--- src/rtl/sap1_controller_sequencer.sv ---
// -----------------------------------------------------------------------------
// sap1_controller_sequencer
//
// Purpose:
//   Control unit of the SAP-1 datapath. A one-hot ring counter steps through
//   T1..T6 for every instruction. The current T-state, the instruction-register
//   opcode and the halted flag are decoded into the control word. That control
//   word drives the load/enable strobes of PC, MAR, RAM, IR, A, ALU, B and OUT.
//   The control word is Moore-style: it depends only on registered state plus
//   the opcode, so each targeted register loads at the posedge that ends the
//   T-state.
//
// Ports:
//   clk      in   1  system clock; all state changes on posedge
//   clr      in   1  synchronous, active-high reset
//   opcode   in   4  IR[7:4]; decoded from T4 onward
//   Cp       out  1  PC increment
//   Ep       out  1  PC drives bus
//   Lm       out  1  MAR loads from bus
//   Ce       out  1  RAM drives bus
//   Li       out  1  IR loads from bus
//   Ei       out  1  IR address nibble drives bus
//   La       out  1  accumulator loads from bus
//   Ea       out  1  accumulator drives bus
//   Su       out  1  ALU subtract (0 = add)
//   Eu       out  1  ALU drives bus
//   Lb       out  1  B register loads from bus
//   Lo       out  1  output register loads from bus
//   halted   out  1  HLT executed; sequencer frozen until clr
//   t_state  out  6  one-hot ring counter; bit0 = T1 ... bit5 = T6
// -----------------------------------------------------------------------------
module sap1_controller_sequencer #(
  parameter logic [3:0] OP_LDA    = 4'b0000,
  parameter logic [3:0] OP_ADD    = 4'b0001,
  parameter logic [3:0] OP_SUB    = 4'b0010,
  parameter logic [3:0] OP_OUT    = 4'b1110,
  parameter logic [3:0] OP_HLT    = 4'b1111,
  parameter bit         EARLY_END = 1'b0
) (
  input  logic       clk,
  input  logic       clr,
  input  logic [3:0] opcode,
  output logic       Cp,
  output logic       Ep,
  output logic       Lm,
  output logic       Ce,
  output logic       Li,
  output logic       Ei,
  output logic       La,
  output logic       Ea,
  output logic       Su,
  output logic       Eu,
  output logic       Lb,
  output logic       Lo,
  output logic       halted,
  output logic [5:0] t_state
);

  typedef enum logic [5:0] {
    T1 = 6'b000001,
    T2 = 6'b000010,
    T3 = 6'b000100,
    T4 = 6'b001000,
    T5 = 6'b010000,
    T6 = 6'b100000
  } t_state_e;

  t_state_e t_state_q, t_state_d;
  logic     halted_q,  halted_d;

  logic is_lda, is_add_sub, is_hlt;

  assign is_lda     = (opcode == OP_LDA);
  assign is_add_sub = (opcode == OP_ADD) || (opcode == OP_SUB);
  assign is_hlt     = (opcode == OP_HLT);

  // ---------------------------------------------------------------------------
  // State register
  // ---------------------------------------------------------------------------
  // NOTE: state registers use non-blocking assignments so every flop samples
  // the pre-edge value of the others, independent of block evaluation order.
  always_ff @(posedge clk) begin
    if (clr) begin
      t_state_q <= T1;
      halted_q  <= 1'b0;
    end else begin
      t_state_q <= t_state_d;
      halted_q  <= halted_d;
    end
  end

  // ---------------------------------------------------------------------------
  // Next-state logic
  // ---------------------------------------------------------------------------
  // NOTE: every signal written here gets a default first, so no path through
  // the case statements leaves it unassigned and no latch is inferred.
  always_comb begin
    t_state_d = t_state_q;
    halted_d  = halted_q;
    if (!halted_q) begin
      case (t_state_q)
        T1: t_state_d = T2;
        T2: t_state_d = T3;
        T3: t_state_d = T4;
        T4: begin
          if (is_hlt) begin
            // Freeze at T4; the ring stops advancing from the next cycle on.
            halted_d = 1'b1;
          end else if (EARLY_END && !is_lda && !is_add_sub) begin
            // OUT and every NOP opcode have no work after T4.
            t_state_d = T1;
          end else begin
            t_state_d = T5;
          end
        end
        T5: t_state_d = (EARLY_END && is_lda) ? T1 : T6;
        T6: t_state_d = T1;
        // A corrupted (non one-hot) ring restarts the instruction cleanly.
        default: t_state_d = T1;
      endcase
    end
  end

  // ---------------------------------------------------------------------------
  // Control word decode
  // ---------------------------------------------------------------------------
  always_comb begin
    Cp = 1'b0; Ep = 1'b0; Lm = 1'b0; Ce = 1'b0;
    Li = 1'b0; Ei = 1'b0; La = 1'b0; Ea = 1'b0;
    Su = 1'b0; Eu = 1'b0; Lb = 1'b0; Lo = 1'b0;
    if (!halted_q) begin
      case (t_state_q)
        T1: begin Ep = 1'b1; Lm = 1'b1; end
        T2: begin Cp = 1'b1; end
        T3: begin Ce = 1'b1; Li = 1'b1; end
        T4: begin
          if (is_lda || is_add_sub) begin
            Ei = 1'b1; Lm = 1'b1;
          end else if (opcode == OP_OUT) begin
            Ea = 1'b1; Lo = 1'b1;
          end
        end
        T5: begin
          if (is_lda) begin
            Ce = 1'b1; La = 1'b1;
          end else if (is_add_sub) begin
            Ce = 1'b1; Lb = 1'b1;
          end
        end
        T6: begin
          if (is_add_sub) begin
            Eu = 1'b1; La = 1'b1;
            Su = (opcode == OP_SUB);
          end
        end
        default: ;
      endcase
    end
  end

  assign halted  = halted_q;
  assign t_state = t_state_q;

endmodule

--- config.mk ---
export PLATFORM = sky130hd
export DESIGN_NAME = sap1_controller_sequencer
export DESIGN_NICKNAME = d
export VERILOG_FILES = /design/src/rtl/sap1_controller_sequencer.sv
export SDC_FILE = /design/constraint.sdc
export NUM_CORES = 1
export LEC_CHECK = 0
export CAP_MARGIN = 5
export CORE_ASPECT_RATIO = 0.8
export CORE_MARGIN = 10
export CORE_UTILIZATION = 29
export CTS_BUF_LIST = sky130_fd_sc_hd__clkbuf_4
export CTS_CLUSTER_DIAMETER = 60
export CTS_CLUSTER_SIZE = 12
export DETAILED_ROUTE_END_ITERATION = 10
export SYNTH_ARGS = -nofsm -noshare
export SYNTH_HDL_FRONTEND = slang
export SYNTH_SLANG_ARGS = --single-unit
--- constraint.sdc ---
create_clock -name clk -period 1.3 [get_ports clk]
set_input_delay 0.26 -clock clk [delete_from_list [all_inputs] [get_ports clk]]
set_output_delay 0.26 -clock clk [all_outputs]
set_load 0.01 [all_outputs]
======== Word level (Yosys, flattened, before mapping) ========
Cells that the tools add are included.
operators by class
  muxes and demuxes ....................... 35
  reductions and logical operators ........ 4
  equality and inequality tests ........... 11
  bitwise logic cells ..................... 1
operators with widths
  kind                                            count
  two-way mux 1 bit                               30
  case mux 6 bit (5 select lines)                 1
  == test 4 bit (second input constant)           2
  == test 6 x 1 -> 1 bit (second input constant)  1
  == test 6 x 2 -> 1 bit (second input constant)  1
  == test 6 x 3 -> 1 bit (second input constant)  1
  == test 6 x 4 -> 1 bit (second input constant)  1
  == test 6 x 5 -> 1 bit (second input constant)  1
  == test 6 bit (second input constant)           1
  two-way mux 6 bit                               1
  case mux 1 bit (2 select lines)                 3
  == test 4 x 1 -> 1 bit (second input constant)  1
  == test 4 x 2 -> 1 bit (second input constant)  1
  zero test 4 bit                                 1
  logical OR 1 bit                                2
  inequality test 2 bit (second input constant)   1
  AND reduction 2 bit                             1
  NOT 1 bit                                       1
word-level totals
  flip-flop bits (word level) ............. 7
  word-level logic and storage cells ...... 53
  bits of input ports ..................... 6
  output and inout port bits .............. 19

======== Logic depth before layout (Yosys ltp) ========
Gate-level depths: netlist (run 1).
  depth in word-level cells ............... 6
  depth in mapped cells ................... 5
  gate-level depth less buffers ........... 3

======== Worst setup path after synthesis (run 1) ========
OpenSTA, ideal clock, no wires.
  kind .................................... reg-to-output
  start ................................... register t_state_q[4] (netlist: t_state[4])
  end ..................................... output port Lo
  data required time ...................... 1.040 ns
  path slack .............................. -0.454 ns
  path buffers ............................ 2
  arrival time ............................ 1.494 ns
  cell stages (with the launch flop) ...... 6
  path through ............................ dfxtp_1 -> buf_6 -> nor4_4 -> nand2_2 -> nor3_1 -> buf_4
on the way
  longest elaborated chain between the ends .. 3
ends and longest elaborated chain
  element                         line  text
  start, declared                 68    t_state_e t_state_q, t_state_d;
  start signal, assigned          87    t_state_q <= t_state_d;
  == test 6 x 4 -> 1 bit          n/a
  two-way mux 1 bit (2 in a row)  n/a
  end, declared                   54    output logic Lo,
No other way between the ends.

======== Worst setup path in the final report (run 1) ========
  start ................................... register t_state_q[0] (netlist: t_state[0])
  end ..................................... output port La
on the way
  longest elaborated chain between the ends .. 3
  elaborated cells on any way between the ends .. 4
  classes of those cells .................. eq/ne (2); mux (2)
ends and longest elaborated chain
  element                                                  line  text
  == test 6 bit or == test 6 x 5 -> 1 bit (tied branches)  132   case (t_state_q)
  case mux 1 bit (2 select lines) (*)                      132
  two-way mux 1 bit (*)                                    131   if (!halted_q) begin
  end, declared                                            49    output logic La,
Every way passes the cells marked *; elsewhere a longest branch is shown, timed or not.

==> results of run 1 <==
-- cells by family (layout without fill, tap and decap cells) --
group / after synthesis / count (layout) / share of synthesized area, %
AND/OR/NAND/NOR: 38 / 38 / 43.74
AO/OA/AOI/OAI: 18 / 18 / 22.70
flip-flops: 7 / 7 / 26.48
buffers and inverters: 7 / 63 / 7.091
-- through the flow --
step / total power [µW] / worst slack (ps) / instance area, µm² / hold slack, ps
global route: 922.0 / -626.7 / 1100 / 564.7
floorplan: 379.8 / -163.7 / 569.3 / 329.1
CTS: 841.9 / -461.5 / 1057 / 546.9
detailed placement: 559.0 / -854.8 / 975.9 / 605.2
global placement: 556.9 / -834.9 / 975.9 / 590.3
finish: 865.6 / -522.5 / 1100 / 559.2
-- layout make-up --
| cell class | instances | share of cell area, % |
|---|---|---|
| clock buffer | 4 | 2.730 |
| inverter | 4 | 1.365 |
| multi-input combinational | 56 | 40.39 |
| sequential | 7 | 14.45 |
| tap | 22 | 2.503 |
| timing repair buffer | 55 | 38.57 |
-- layer usage --
metal	up-vias	global-route usage [%]	wire length [µm]
met5	-	0	0
met4	0	3.509	25
met3	4	5.374	174
li1	375	-	-
met2	21	19.68	1122
met1	341	12.78	906
-- registers in the layout (all words and copies together), names as in the netlist --
| signal | flops |
|---|---|
| halted | 1 |
| t_state | 6 |
-- timing repair --
item,CTS,global route
endpoints found under the hold margin,0,0
endpoints found under the setup margin,22,22
buffers inserted,8,2
resized for setup,82,17
pin swaps,8,6
hold buffers,0,0
-- synthesized netlist by cell type, types with 2 or more instances --
cell      count  share of area, %
dfxtp_1       7                26
a21oi_1       6               5.7
nand2_1       6               4.3
nor2_1        6               4.3
nor3_1        5               4.7
inv_1         4               2.8
nor2b_1       4               4.7
nand2b_1      3               3.5
nand4_1       3               3.5
o21ai_0       3               2.8
nand4b_1      2               3.3
o211ai_1      2               2.8
-- power by group through the flow --
stage                     Sequential (µW)  Combinational, µW  Clock [µW]
after global routing                  252                424         246
after floorplan                       267                112           0
final                                 250                395         221
after CTS                             248                359         235
after detailed placement              251                308           0
after global placement                250                306           0
-- worst max path at each step --
stage	slack, ps	cells past startpoint	endpoint	from
floorplan	-160	4	Lo	t_state[2]
global placement	-830	6	Lm	opcode[3]
detailed placement	-850	6	Lm	opcode[3]
CTS	-460	6	La	t_state[4]
global route	-630	6	La	t_state[0]
finish	-520	6	La	t_state[0]
-- critical path, cell delays in order (launching register included) --
cell	delay, ps
dfxtp_2	350
nor4_4	280
buf_4	160
buf_6	110
o211ai_1	90
a21oi_2	150
buf_2	160
==> metrics.yaml, run 1 <==
hp-class: "input port to flip-flop"
nFillCells: 147
final_nets: 133
initial_core_util_pct: 31.59
syn_nets: 76
min_to: "halted"
io_buffer_count: 24
synth_seq_area_share_pct: 26.48
clock-root-buffer: "clkbuf_4"
cts_sinks: 7
power_leakage_uw: 0.0005265
die_y_um: 58.21
reg2reg_from: "t_state[0]"
switching_share_pct: 31.86
grt_pass1_vias: 752
worst_hold_startpoint: "opcode[0]"
finalCritPeriodShare_pct: 140.2
setup_violations: 15
netlist_instances: 70
fin_cells: 148
overflow: 0
drc: 0
dp_cells: 135
wl_per_cell_um: 15.06
p_comb_share_pct: 45.6
async_flop_share_pct: 0
grt_start_max_net_pins: 8
diodes: 0
synth_cell_type_count: 31
multi_input_area_um2: 444.2
worst_setup_path_end_kind: "output port"
synth_edf_count: 0
path_clk_slew_ps: 50
path_class: "flip-flop to output port"
synth_ff_type: "dfxtp_1"
period_needed_ps: 1822
syn_area_um2: 529.3
vias: 741
r2r-end: "t_state[4]"
drive_above_1_share_pct: 61.90
antenna_found_initial: 0
ys_ff_latch: 7
grt_pass1_wl_um: 3546
postLayoutCoreUtil_pct: 65.65
violations: "negative setup slack"
reg2reg_depth: 6
cap_violations: 0
routabilityCongestion: 0.8625
setup-tns-final_ps: -4479
ir_worst_vdd_uv: 648.3
cts-buffers-inserted: 3
syn_area_per_cell_um2: 7.561
coreArea_um2: 1675
crit_required_ps: 1040
cts_tree: "done"
setup_ws_ps: -522.5
slew_violations: 0
powerDensity_nw_per_um2: 787.0
ff_latch_area_um2: 158.9
hold_viol: 0
power_switching_uw: 275.8
synthToLayoutAreaGrowth_pct: 107.8
clk_latency_ps: 250
postRouteAntennaNets: 0
dp_hpwl_um: 1563
ios: 25
worstPathArrival_ps: 1560
drt_iter0_markers: 19
clkPwrFrac_pct: 25.5
rsz0062_at_grt: "yes"
rows: 13
cp_max_fo: 4
seqPwrFrac_pct: 28.9
grtUsageTotal_pct: 11.71
start_kind: "flip-flop"
final_common_cell: "buf_4"
outcome: "complete, but fails checks"
slew_headroom_pct: 82.03
cts_buffer_depth: 2
yosysWarningCount: 0
hold_depth: 3
htreeDepth: 1
intPower_uw: 589.8
dr.pass1.iters: 4
reg2reg_slack_ps: -200
vias_per_cell: 5.007
die_w_um: 67.76
die_area_um2: 3944
layout_common_cells: "28 x buf_4, 9 x buf_2, 6 x buf_6, 5 x nand2_1, 5 x a21oi_1"
max_freq_ghz: 0.5487
worst_slew_pin_slew_ps: 268.8
routed_wl_um: 2229
fin_worst_skew_ps: 4.874
Power figures use the tool's default switching activity.
==> inputs of run 2 (changes only) <==
--- a/config.mk
+++ b/config.mk
@@ -13,6 +13,7 @@
 export CTS_CLUSTER_DIAMETER = 60
 export CTS_CLUSTER_SIZE = 12
 export DETAILED_ROUTE_END_ITERATION = 10
+export PLACE_DENSITY = 0.65
 export SYNTH_ARGS = -nofsm -noshare
 export SYNTH_HDL_FRONTEND = slang
 export SYNTH_SLANG_ARGS = --single-unit
==> metrics.yaml, run 2 (synthesis results as in run 1) <==
final_nets: 131
layout_common_cells: "23 x buf_4, 10 x buf_2, 9 x buf_6, 7 x dlygate4sd2_1"
wl_per_cell_um: 15.95
r2r-end: "t_state[4]"
clk_latency_ps: 260
cts-buffers-inserted: 3
grt_start_max_net_pins: 10
drc: 0
die_area_um2: 3944
fin_cells: 146
vias: 765
cts_tree: "done"
power_leakage_uw: 0.0005105
grtUsageTotal_pct: 11.85
dr.pass1.iters: 4
routed_wl_um: 2329
drive_above_1_share_pct: 64.52
clkPwrFrac_pct: 26.7
hp-class: "flip-flop to flip-flop"
coreArea_um2: 1675
wl_met2_um: 1104
initial_core_util_pct: 31.59
start_kind: "flip-flop"
grt_pass1_wl_um: 3636
powerDensity_nw_per_um2: 750.8
clock-root-buffer: "clkbuf_4"
period_needed_ps: 1762
crit_required_ps: 1040
path_clk_slew_ps: 50
final_common_cell: "buf_4"
max_freq_ghz: 0.5676
worstPathArrival_ps: 1500
seqPwrFrac_pct: 29.5
fin_worst_skew_ps: 3.604
switching_share_pct: 33.35
slew_headroom_pct: 80.00
antenna_found_initial: 0
dp_hpwl_um: 1654
postLayoutCoreUtil_pct: 68.04
overflow: 0
reg2reg_from: "t_state[2]"
setup_violations: 17
rsz0062_at_grt: "yes"
power_switching_uw: 285.4
routabilityCongestion: 0.8282
cts_buffer_depth: 2
ir_worst_vdd_uv: 568.1
p_comb_share_pct: 43.8
wl_met1_um: 966
intPower_uw: 570.4
worst_hold_startpoint: "t_state[3]"
reg2reg_slack_ps: -130
rows: 13
dp_cells: 133
ios: 25
synthToLayoutAreaGrowth_pct: 115.4
hold_depth: 2
htreeDepth: 1
die_y_um: 58.21
io_buffer_count: 24
die_w_um: 67.76
cts_hold_buffers: 0
nFillCells: 134
worst_setup_path_end_kind: "output port"
cap_violations: 0
path_class: "flip-flop to output port"
vias_per_cell: 5.240
worst_slew_pin_slew_ps: 299.0
topRoutingLayerUsed: "met3"
whs_ps: 548.4
wl_met3_um: 257
place_worst_setup_slack_ps: -911.5
diodes: 0
cp_max_fo: 4
largest_reg_flops: 6
outcome: "complete, but fails checks"
reg2reg_depth: 5
finalCritPeriodShare_pct: 135.5
grt_pass1_vias: 744
postRouteAntennaNets: 0
slew_violations: 0
cts_sinks: 7
min_to: "t_state[3]"
drt_iter0_markers: 45
violations: "negative setup slack"
hold_viol: 0
setup_ws_ps: -461.8
-- run 2: cell types whose count changed in the layout (fill, tap and decap cells not counted), sizes merged --
| cell | previous run | this run |
|---|---|---|
| buf | 43 | 42 |
| clkbuf | 7 | 4 |
| clkdlybuf4s15 | 4 | 3 |
| dlygate4sd2 | 4 | 7 |
-- run 2: critical path, cell delays in order (launching register included) --
cell and delay (ps):
dfxtp_4 370, nor4_4 310, buf_4 180, o211ai_1 110, a21oi_2 140, buf_2 140
-- run 2: metal layers --
layer	vias up	track usage, %
met5	-	0
met4	0	3.216
met3	0	6.142
met2	31	19.14
met1	365	13.28
li1	369	-
-- run 2: power by group through the flow --
stage	combinational, µW	sequential [µW]	clock (µW)
finish	375	253	228
global route	399	254	248
CTS	357	250	232
detailed placement	300	255	0
global placement	296	255	0
floorplan	112	267	0
-- run 2: timing repair --
action / CTS / global route
resized for setup: 100 / 8
setup buffers: 12 / 1
pin swaps: 12 / 5
endpoints found under the setup margin: 22 / 20
-- run 2: layout make-up --
type / instances / area [µm²] / area share (%)
multi-input cells: 56 / 476.7 / 41.82
repair buffers: 53 / 426.7 / 37.43
flip-flops and latches: 7 / 163.9 / 14.38
clock buffers: 4 / 30.03 / 2.634
well taps: 22 / 27.53 / 2.415
inverters: 4 / 15.01 / 1.317
-- run 2: worst max-delay path by stage --
| stage | start | end | slack (ps) | cells past startpoint |
|---|---|---|---|---|
| final | t_state[2] | La | -460 | 5 |
| after global routing | t_state[2] | La | -550 | 5 |
| after CTS | t_state[0] | La | -420 | 5 |
| after detailed placement | opcode[3] | Lm | -910 | 5 |
| after global placement | opcode[3] | Lm | -880 | 5 |
| after floorplan | t_state[2] | Lo | -160 | 4 |
-- run 2: per-stage QoR --
step                      area, µm²  TNS, ps  power, µW
final                          1140    -4182      855.8
after global routing           1140    -5127      901.6
after CTS                      1127    -3939      838.3
after detailed placement      960.9   -10120      554.8
after global placement        960.9    -9747      551.0
after floorplan               569.3   -501.1      379.8
